<file path="src/rtl/icache_control.sv">
// Control FSM for the 4-way instruction cache with next-line prefetch.
// It drives every mux select, write enable and load strobe of the datapath.
module icache_control #(
   parameter int NUM_WAYS = 4,
   parameter int LRU_W    = 3
) (
   input  logic                    clk,
   input  logic                    rst,
   input  logic                    mem_read,
   output logic                    mem_resp,
   output logic                    pmem_read,
   input  logic                    pmem_resp,
   input  logic [NUM_WAYS-1:0]     hit_o,
   input  logic [NUM_WAYS-1:0]     valid_o,
   input  logic [LRU_W-1:0]        lru_o,
   input  logic [NUM_WAYS-1:0]     nhit_o,
   input  logic [NUM_WAYS-1:0]     nvalid_o,
   input  logic [LRU_W-1:0]        nlru_o,
   input  logic                    pref_hit,
   output logic                    load_prefetch_line,
   output logic                    dimux_sel,
   output logic [1:0]              domux_sel,
   output logic                    paddrmux_sel,
   output logic                    addrmux_sel,
   output logic [2*NUM_WAYS-1:0]   wemux_sel,
   output logic [2*NUM_WAYS-1:0]   nwemux_sel,
   output logic                    lru_load,
   output logic                    nlru_load,
   output logic [LRU_W-1:0]        lru_i,
   output logic [NUM_WAYS-1:0]     valid_load,
   output logic [NUM_WAYS-1:0]     nvalid_load,
   output logic [NUM_WAYS-1:0]     tag_load,
   output logic [NUM_WAYS-1:0]     ntag_load,
   output logic [NUM_WAYS-1:0]     valid_i,
   output logic [NUM_WAYS-1:0]     nvalid_i,
   output logic [NUM_WAYS-1:0]     dirty_load,
   output logic [NUM_WAYS-1:0]     ndirty_load,
   output logic [NUM_WAYS-1:0]     dirty_i,
   output logic [NUM_WAYS-1:0]     ndirty_i
);

   // Select encodings shared with the datapath.
   localparam logic       DI_CPU    = 1'b0;  // mem_wdata256_from_cpu
   localparam logic       DI_PMEM   = 1'b1;  // pmem_rdata_from_mem
   localparam logic       PA_CPU    = 1'b0;  // cpu line
   localparam logic       PA_PREF   = 1'b1;  // prefetch_line
   localparam logic       AD_CPU    = 1'b0;
   localparam logic [1:0] WE_ONES   = 2'b10;

   typedef enum logic [1:0] {IDLE, FILL, RESP, PREF_FILL} state_t;

   state_t     state, state_d;
   logic       pref_busy, pref_busy_d;
   logic [1:0] nvictim, nvictim_d;
   logic [1:0] hit_way, victim;
   logic       serve;

   // A stalled miss behaves the same whether or not it targets the pending
   // prefetch line: once back in IDLE the arrays tell hit from miss.
   logic unused_pref_hit;
   assign unused_pref_hit = pref_hit;

   function automatic logic [1:0] pick_victim(input logic [NUM_WAYS-1:0] v,
                                              input logic [LRU_W-1:0] l);
      logic [1:0] w;
      if (l[0] == 1'b0) w = l[1] ? 2'd1 : 2'd0;
      else              w = l[2] ? 2'd3 : 2'd2;
      for (int i = NUM_WAYS - 1; i >= 0; i--)
         if (!v[i]) w = 2'(i);
      return w;
   endfunction

   function automatic logic [LRU_W-1:0] touch(input logic [1:0] w,
                                              input logic [LRU_W-1:0] l);
      case (w)
         2'd0:    return {l[2], 1'b1, 1'b1};
         2'd1:    return {l[2], 1'b0, 1'b1};
         2'd2:    return {1'b1, l[1], 1'b0};
         default: return {1'b0, l[1], 1'b0};
      endcase
   endfunction

   always_comb begin
      hit_way = 2'd0;
      for (int i = NUM_WAYS - 1; i >= 0; i--)
         if (hit_o[i]) hit_way = 2'(i);
   end

   assign victim = pick_victim(valid_o, lru_o);
   assign serve  = rst && mem_read && (|hit_o) && (state != FILL);

   always_ff @(posedge clk) begin
      if (!rst) begin
         state     <= IDLE;
         pref_busy <= 1'b0;
         nvictim   <= 2'd0;
      end else begin
         state     <= state_d;
         pref_busy <= pref_busy_d;
         nvictim   <= nvictim_d;
      end
   end

   always_comb begin
      state_d            = state;
      pref_busy_d        = pref_busy;
      nvictim_d          = nvictim;
      mem_resp           = 1'b0;
      pmem_read          = 1'b0;
      load_prefetch_line = 1'b0;
      dimux_sel          = DI_CPU;
      domux_sel          = 2'd0;
      paddrmux_sel       = PA_CPU;
      addrmux_sel        = AD_CPU;
      wemux_sel          = '0;
      nwemux_sel         = '0;
      lru_load           = 1'b0;
      nlru_load          = 1'b0;
      lru_i              = '0;
      valid_load         = '0;
      nvalid_load        = '0;
      tag_load           = '0;
      ntag_load          = '0;
      valid_i            = '0;
      nvalid_i           = '0;
      dirty_load         = '0;
      ndirty_load        = '0;
      dirty_i            = '0;
      ndirty_i           = '0;

      if (rst) begin
         case (state)
            IDLE: begin
               if (mem_read && !(|hit_o)) state_d = FILL;
            end
            FILL: begin
               pmem_read    = 1'b1;
               paddrmux_sel = PA_CPU;
               if (pmem_resp) begin
                  dimux_sel                 = DI_PMEM;
                  wemux_sel[{victim, 1'b0} +: 2] = WE_ONES;
                  tag_load[victim]          = 1'b1;
                  valid_load[victim]        = 1'b1;
                  valid_i[victim]           = 1'b1;
                  state_d                   = RESP;
               end
            end
            RESP: begin
               load_prefetch_line = 1'b1;
               if (|nhit_o) begin
                  state_d = IDLE;
               end else begin
                  nvictim_d   = pick_victim(nvalid_o, nlru_o);
                  pref_busy_d = 1'b1;
                  state_d     = PREF_FILL;
               end
            end
            PREF_FILL: begin
               pmem_read    = 1'b1;
               paddrmux_sel = pref_busy ? PA_PREF : PA_CPU;
               if (pmem_resp) begin
                  nwemux_sel[{nvictim, 1'b0} +: 2] = WE_ONES;
                  ntag_load[nvictim]        = 1'b1;
                  nvalid_load[nvictim]      = 1'b1;
                  nvalid_i[nvictim]         = 1'b1;
                  pref_busy_d               = 1'b0;
                  state_d                   = IDLE;
               end
            end
            default: state_d = IDLE;
         endcase
      end

      if (serve) begin
         mem_resp  = 1'b1;
         domux_sel = hit_way;
         lru_load  = 1'b1;
         lru_i     = touch(hit_way, lru_o);
      end
   end

endmodule

</file>
<file path="config.mk">
export PLATFORM = sky130hd
export DESIGN_NAME = icache_control
export DESIGN_NICKNAME = d
export VERILOG_FILES = /design/src/rtl/icache_control.sv
export SDC_FILE = /design/constraint.sdc
export NUM_CORES = 1
export LEC_CHECK = 0
export ABC_CLOCK_PERIOD_IN_PS = 1900
export CAP_MARGIN = 20
export CORE_UTILIZATION = 28
export CTS_BUF_LIST = sky130_fd_sc_hd__clkbuf_16
export CTS_CLUSTER_SIZE = 12
export DETAILED_ROUTE_END_ITERATION = 6
export PLACE_DENSITY = 0.81
export SKIP_LAST_GASP = 1
export SYNTH_ARGS = -nofsm -noshare
export SYNTH_HDL_FRONTEND = slang
export SYNTH_SLANG_ARGS = --single-unit
</file>
<file path="constraint.sdc">
create_clock -name clk -period 1.9 [get_ports clk]
set_input_delay 0.38 -clock clk [delete_from_list [all_inputs] [get_ports clk]]
set_output_delay 0.38 -clock clk [all_outputs]
set_load 0.01 [all_outputs]
</file>
==> results of run 1 <==
[sequential cells by signal, indices dropped and copies added, names as in the netlist]
name       flops
nvictim        2
state          2
pref_busy      1
[cell usage in the layout (no fill, tap or decap), types with 4 or more instances in the layout]
master	count
sky130_fd_sc_hd__nor2_1	4
sky130_fd_sc_hd__a21oi_1	4
sky130_fd_sc_hd__buf_6	10
sky130_fd_sc_hd__buf_2	23
sky130_fd_sc_hd__clkdlybuf4s50_1	12
sky130_fd_sc_hd__dlygate4sd2_1	12
sky130_fd_sc_hd__nand2_1	13
sky130_fd_sc_hd__dfxtp_1	4
sky130_fd_sc_hd__clkdlybuf4s15_2	5
sky130_fd_sc_hd__conb_1	26
sky130_fd_sc_hd__inv_1	4
sky130_fd_sc_hd__buf_4	18
[how the worst min path moves through the flow]
stage	end	cells past startpoint	slack [ps]
5_1_grt	pref_busy$_SDFFE_PN0P_	2	530
3_5_place_dp	pref_busy$_SDFFE_PN0P_	2	460
3_3_place_gp	pref_busy$_SDFFE_PN0P_	2	460
4_1_cts	pref_busy$_SDFFE_PN0P_	2	510
6_report	pref_busy$_SDFFE_PN0P_	2	500
2_1_floorplan	pref_busy$_SDFFE_PN0P_	2	440
[worst max-delay path: stages]
cell                              delay (ps)
sky130_fd_sc_hd__clkdlybuf4s50_1         500
sky130_fd_sc_hd__nand3_2                 130
sky130_fd_sc_hd__o21ba_2                 260
sky130_fd_sc_hd__clkdlybuf4s15_1         240
[layer usage]
layer  global-route usage  vias to the layer above
met4               0.0102                        0
met5                    0                        -
met3               0.0469                        2
met2                0.248                       49
li1                     -                      476
met1                0.135                      429
[metrics by stage]
stage               power, mW  instance area (um2)  hold WS (ps)  setup WS (ps)
finish                  0.613                 1540           504           11.9
detailed placement      0.263                 1440           465           -812
floorplan               0.209                  973           439           -163
CTS                     0.612                 1510           507          0.211
global placement        0.262                 1440           457           -773
global route            0.643                 1540           535          -19.9
[area by class of cell]
| class | instances | share of cell area |
|---|---|---|
| clock buffer | 3 | 0.0488 |
| clock inverter | 1 | 0.00244 |
| inverter | 5 | 0.0122 |
| multi-input combinational | 89 | 0.381 |
| sequential | 5 | 0.0659 |
| tap | 31 | 0.0252 |
| timing repair buffer | 88 | 0.465 |
[cells by family after synthesis]
logic type | synth area share
compound gates | 0.112
buf+inv | 0.464
flops | 0.114
mux | 0.0257
other cells | 0.00429
simple gates | 0.280
[report_power, final]
group	switching [mW]	internal [mW]	leakage, nW	total (mW)
clock	0.0672	0.272	0.0423	0.340
combinational	0.0820	0.0838	0.722	0.166
sequential	0.000936	0.107	0.0408	0.107
[repair_timing]
item                       in CTS  in global routing
setup endpoints to repair      43                 19
setup buffers                   2                  0
pin swaps                      12                  5
resized for setup             184                 21
==> results.rst, run 1 <==
.. list-table::
   :header-rows: 1

   * - Metric
     - Value
   * - Result of the run
     - finished, violations left
   * - Violated checks
     - DRC
   * - Synth top cells by count
     - sky130_fd_sc_hd__buf_4, sky130_fd_sc_hd__nand2_1, sky130_fd_sc_hd__nor2_1, sky130_fd_sc_hd__dfxtp_1, sky130_fd_sc_hd__inv_1
   * - Average instance area after synthesis
     - 6.94 um2
   * - Maximum VDD drop
     - 0.208 mV
   * - Placeable core area
     - 2850 um2
   * - FP Rows
     - 19
   * - Final routed wire length divided by cell count
     - 10.3 um
   * - Part of the Yosys area used for sequential elements
     - 0.114
   * - Number of buffers created by CTS
     - 3
   * - Post-synthesis instance area
     - 875 um2
   * - Post-layout nets
     - 219
   * - Clk sink count
     - 5
   * - Drt first-iter violations
     - 39
   * - Worst Setup End Kind
     - output pin
   * - Non-Filler Instances
     - 222
   * - Setup total negative slack
     - 0 ps
   * - Capture point of the worst path
     - lru_i[1]
   * - Number of buffers on the longest clock path
     - 2
   * - Worst min-delay path class
     - flip-flop to flip-flop
   * - Io pins
     - 96
   * - Leak Pwr
     - 0.805 nW
   * - Count of distinct cell types in the synthesized netlist
     - 29
   * - DRC violations left
     - 8
   * - Buffer cell driving the clock tree root
     - sky130_fd_sc_hd__clkbuf_16
   * - Total instance count after detailed placement
     - 216
   * - Top Metal Used
     - met4
   * - Fraction of final layout cells with drive strength greater than 1
     - 0.455
   * - Worst setup skew after layout
     - 0.0755 ps
   * - Die extent in y
     - 57.9 um
   * - Global route overflow
     - 0
   * - Most common cell in the netlist
     - sky130_fd_sc_hd__buf_4
   * - Area Growth Syn to Fin
     - 75.8%
   * - Fillers
     - 274
   * - Starting utilization of the core area
     - 0.307
   * - Clock-pin slew on the worst setup and hold paths
     - 30 ps
   * - Clk Latency, worst-skew pair
     - 230 ps
   * - Average vias per placed instance
     - 4.31
   * - Power density of the placed cells
     - 399 nW/um2
   * - Pin count of the biggest net entering global routing
     - 7
   * - Synth async-reset ratio
     - 0
   * - Number of flip-flops and latches in the synthesized netlist
     - 5
   * - DRT Wirelength
     - 2280 um
   * - Synthesized instance count
     - 126
   * - Final Hold Vio Count
     - 0
   * - Worst hold path startpoint
     - pref_busy$_SDFFE_PN0P_
   * - Fmax
     - 0.530 GHz
   * - Period utilisation layout
     - 0.994
   * - Top cells by area, synth
     - sky130_fd_sc_hd__buf_4, sky130_fd_sc_hd__dfxtp_1, sky130_fd_sc_hd__nand2_1, sky130_fd_sc_hd__nor3b_1, sky130_fd_sc_hd__nor2_1
   * - Core utilization of the finished layout
     - 0.539
   * - Sequential cell area
     - 101 um2
   * - Final HPWL from detailed placement
     - 1790 um
   * - Synth top area share
     - 0.438
   * - Worst Path Required
     - 1520 ps
   * - Number of antenna violations at the first check in global routing
     - 0
   * - Worst-case reg-to-reg path depth
     - 4
   * - Sum of met2 wire segment lengths after detailed routing
     - 1250 um
   * - Hold-fix buffer count after cts
     - 0
   * - Final Max Slew Viols
     - 0
   * - Antenna diode count
     - 0
   * - Critical Path Source Type
     - input pin
   * - Number of enable-type register cells in the synthesized netlist
     - 0
   * - Wire length of the first global-routing pass
     - 3390 um
   * - Area of combinational cells with multiple inputs
     - 586 um2
   * - Yosys Warn Count
     - 0
   * - GRT Resource Usage Total
     - 0.128
   * - Full die area
     - 3350 um2
   * - Number of search-and-repair iterations in the first detailed-routing pass
     - 7
   * - Worst-case register-to-register setup slack
     - 560 ps
   * - R2R Path Start
     - state[0]$_SDFFE_PN0P_
   * - Post-route met1 wirelength
     - 802 um
   * - Clock tree from TritonCTS
     - done
   * - CP Data Arrival Time
     - 1510 ps
   * - Critical path class
     - input pin to output pin
   * - Launch point of the worst path
     - mem_read
   * - Crit Reg-Reg Endpoint
     - nvictim[1]$_SDFFE_PN0P_
   * - # setup viols final
     - 0
   * - Count of max-cap constraint violations
     - 0
   * - Prevailing post-synth register cell
     - sky130_fd_sc_hd__dfxtp_1
   * - Vias after detailed routing
     - 956
   * - Die outline width
     - 57.9 um
   * - Time the final worst path needs with I/O delays and setup
     - 1890 ps
   * - Met3 routed wirelength
     - 217 um
   * - Leading area contributor after synthesis
     - sky130_fd_sc_hd__buf_4
   * - H-Tree Level Count
     - 1
   * - Buffers added on ports
     - 68
   * - Antenna-violating nets left
     - 0
   * - CP Max Fanout
     - 5
   * - Via count of the first global-routing pass
     - 813
   * - Weighted congestion reported at the end of routability-driven placement
     - 0.723
   * - Unrepaired setup endpoints after global routing
     - yes
Note: power is estimated with default switching activity, not from simulation.
==> inputs of run 2 (changes only) <==
--- a/config.mk
+++ b/config.mk
@@ -5,13 +5,12 @@
 export SDC_FILE = /design/constraint.sdc
 export NUM_CORES = 1
 export LEC_CHECK = 0
-export ABC_CLOCK_PERIOD_IN_PS = 1900
 export CAP_MARGIN = 20
 export CORE_UTILIZATION = 28
 export CTS_BUF_LIST = sky130_fd_sc_hd__clkbuf_16
 export CTS_CLUSTER_SIZE = 12
 export DETAILED_ROUTE_END_ITERATION = 6
-export PLACE_DENSITY = 0.81
+export PLACE_DENSITY_LB_ADDON = 0.12
 export SKIP_LAST_GASP = 1
 export SYNTH_ARGS = -nofsm -noshare
 export SYNTH_HDL_FRONTEND = slang
==> results.rst, run 2 (same netlist as run 1, synthesis figures left out) <==
.. list-table::
   :header-rows: 1

   * - Metric
     - Value
   * - Critical Path Source Type
     - input pin
   * - Wire length of the first global-routing pass
     - 3960 um
   * - Cell breakdown of the critical path
     - clkdlybuf4s50_1, nand3_4, o21ba_2, clkdlybuf4s15_2
   * - Placeable core area
     - 2850 um2
   * - Area of all placed cells without fillers
     - 1530 um2
   * - Fraction of final layout cells with drive strength greater than 1
     - 0.439
   * - Drt first-iter violations
     - 22
   * - Area Growth Syn to Fin
     - 75.1%
   * - Antenna diode count
     - 0
   * - Via count of the first global-routing pass
     - 907
   * - Cell Area, Placed
     - 1420 um2
   * - Slowest-stage cell, CP
     - sky130_fd_sc_hd__clkdlybuf4s50_1
   * - Worst Setup End Kind
     - output pin
   * - Number of buffers created by CTS
     - 3
   * - Io pins
     - 96
   * - Number of antenna violations at the first check in global routing
     - 0
   * - Die outline width
     - 57.9 um
   * - Clock-pin slew on the worst setup and hold paths
     - 30 ps
   * - Unrepaired setup endpoints after global routing
     - yes
   * - Number of search-and-repair iterations in the first detailed-routing pass
     - 7
   * - Count of buffer and inverter cells on the critical path
     - 2
   * - Max stage delay on crit path
     - 530 ps
   * - Fillers
     - 291
   * - Average vias per placed instance
     - 4.37
   * - Core utilization of the finished layout
     - 0.537
   * - Maximum VDD drop
     - 0.631 mV
   * - Buffers added on ports
     - 68
   * - Worst Hold Path EP
     - pref_busy$_SDFFE_PN0P_
   * - Pin count of the biggest net entering global routing
     - 7
   * - Kind of cell adding the most delay to the critical path
     - buffers and inverters
   * - Global route overflow
     - 0
   * - Worst-case reg-to-reg path depth
     - 5
   * - # setup viols final
     - 0
   * - Most frequent cells in the layout
     - sky130_fd_sc_hd__conb_1, sky130_fd_sc_hd__buf_2, sky130_fd_sc_hd__buf_4
   * - Worst-case register-to-register setup slack
     - 400 ps
   * - Final Hold Vio Count
     - 0
   * - Antenna-violating nets left
     - 0
   * - Worst Path Required
     - 1520 ps
   * - CP Max Fanout
     - 6
   * - Time the final worst path needs with I/O delays and setup
     - 1860 ps
   * - Clk Latency, worst-skew pair
     - 230 ps
   * - R2R Path Start
     - state[0]$_SDFFE_PN0P_
   * - Worst min-delay path class
     - flip-flop to flip-flop
   * - Final Max Slew Viols
     - 0
   * - Weighted congestion reported at the end of routability-driven placement
     - 0.746
   * - Clk sink count
     - 5
   * - Final HPWL from detailed placement
     - 1930 um
   * - PnR Total Power
     - 613 uW
   * - Starting utilization of the core area
     - 0.307
   * - Pre-CTS WS
     - -861 ps
   * - Critical path class
     - input pin to output pin
   * - Commonest non-fill, non-tap cell in the layout
     - sky130_fd_sc_hd__conb_1
   * - Power density of the placed cells
     - 401 nW/um2
   * - Non-Filler Instances
     - 220
   * - DRT Wirelength
     - 2530 um
   * - Period utilisation layout
     - 0.980
   * - FP Rows
     - 19
   * - Number of buffers on the longest clock path
     - 2
   * - Violated checks
     - DRC
   * - Worst hold path startpoint
     - pref_busy$_SDFFE_PN0P_
   * - DRC violations left
     - 8
   * - Number of stages on the worst hold path
     - 2
   * - Post-layout nets
     - 217
   * - Clock tree from TritonCTS
     - done
   * - Fmax
     - 0.537 GHz
   * - Biggest regs
     - nvictim (2), state (2), pref_busy (1)
   * - Final Worst Setup Slack
     - 37.9 ps
   * - Number of cells on the critical path
     - 4
   * - Crit Reg-Reg Endpoint
     - nvictim[1]$_SDFFE_PN0P_
   * - Vias after detailed routing
     - 962
   * - Full die area
     - 3350 um2
   * - CP Data Arrival Time
     - 1480 ps
   * - Total instance count after detailed placement
     - 213
   * - Final routed wire length divided by cell count
     - 11.5 um
   * - Buffer cell driving the clock tree root
     - sky130_fd_sc_hd__clkbuf_16
   * - Worst setup skew after layout
     - 1.32 ps
   * - Die extent in y
     - 57.9 um
   * - Count of max-cap constraint violations
     - 0
   * - GRT Resource Usage Total
     - 0.153
   * - Result of the run
     - finished, violations left
   * - Leak Pwr
     - 0.783 nW
   * - H-Tree Level Count
     - 1
run 2: how the worst max path moves through the flow:
stage	startpoint	slack, ps	to
after floorplan	rst	-160	valid_i[1]
after global placement	lru_o[0]	-830	tag_load[2]
after detailed placement	lru_o[0]	-860	valid_i[3]
after CTS	hit_o[2]	-20	domux_sel[0]
after global routing	lru_o[0]	-10	tag_load[2]
final	mem_read	40	lru_i[1]
run 2: power breakdown:
group          total (mW)  internal [mW]  switching [mW]
registers           0.107          0.106        0.000724
clock network       0.340          0.272          0.0677
logic               0.166         0.0842          0.0819
run 2: area by class of cell:
class,instances,area [um2],area share
inverters,5,18.8,0.0123
multi-input cells,89,584,0.382
clock buffers,3,75.1,0.0490
repair buffers,86,711,0.464
clock inverters,1,3.75,0.00245
well taps,31,38.8,0.0253
flip-flops and latches,5,100,0.0654
run 2: layer usage:
layer	vias to the layer above	share of wire	GRT usage
met1	428	0.33	0.154
li1	477	-	-
met5	-	0	0
met4	0	0.0040	0.0272
met2	55	0.54	0.292
met3	2	0.12	0.0670
run 2: per-stage QoR:
| step | hold WS (ps) | setup TNS, ps |
|---|---|---|
| after detailed placement | 460 | -27080 |
| after global routing | 515 | -35.4 |
| final | 461 | 0 |
| after CTS | 465 | -27.3 |
| after global placement | 452 | -25920 |
| after floorplan | 439 | -1250 |
run 2: what timing repair did:
action,in CTS,in global routing
pin swaps,7,6
setup buffers,3,0
resized for setup,184,16
endpoints found under the setup margin,43,24
hold buffers,0,0
run 2: worst register-to-register path, cell delays in order, from the launching register on:
cell                       delay [ps]
sky130_fd_sc_hd__dfxtp_1          300
sky130_fd_sc_hd__buf_4            150
sky130_fd_sc_hd__buf_4            130
sky130_fd_sc_hd__nand2b_1         170
sky130_fd_sc_hd__or4_4            550
sky130_fd_sc_hd__a21boi_2         140
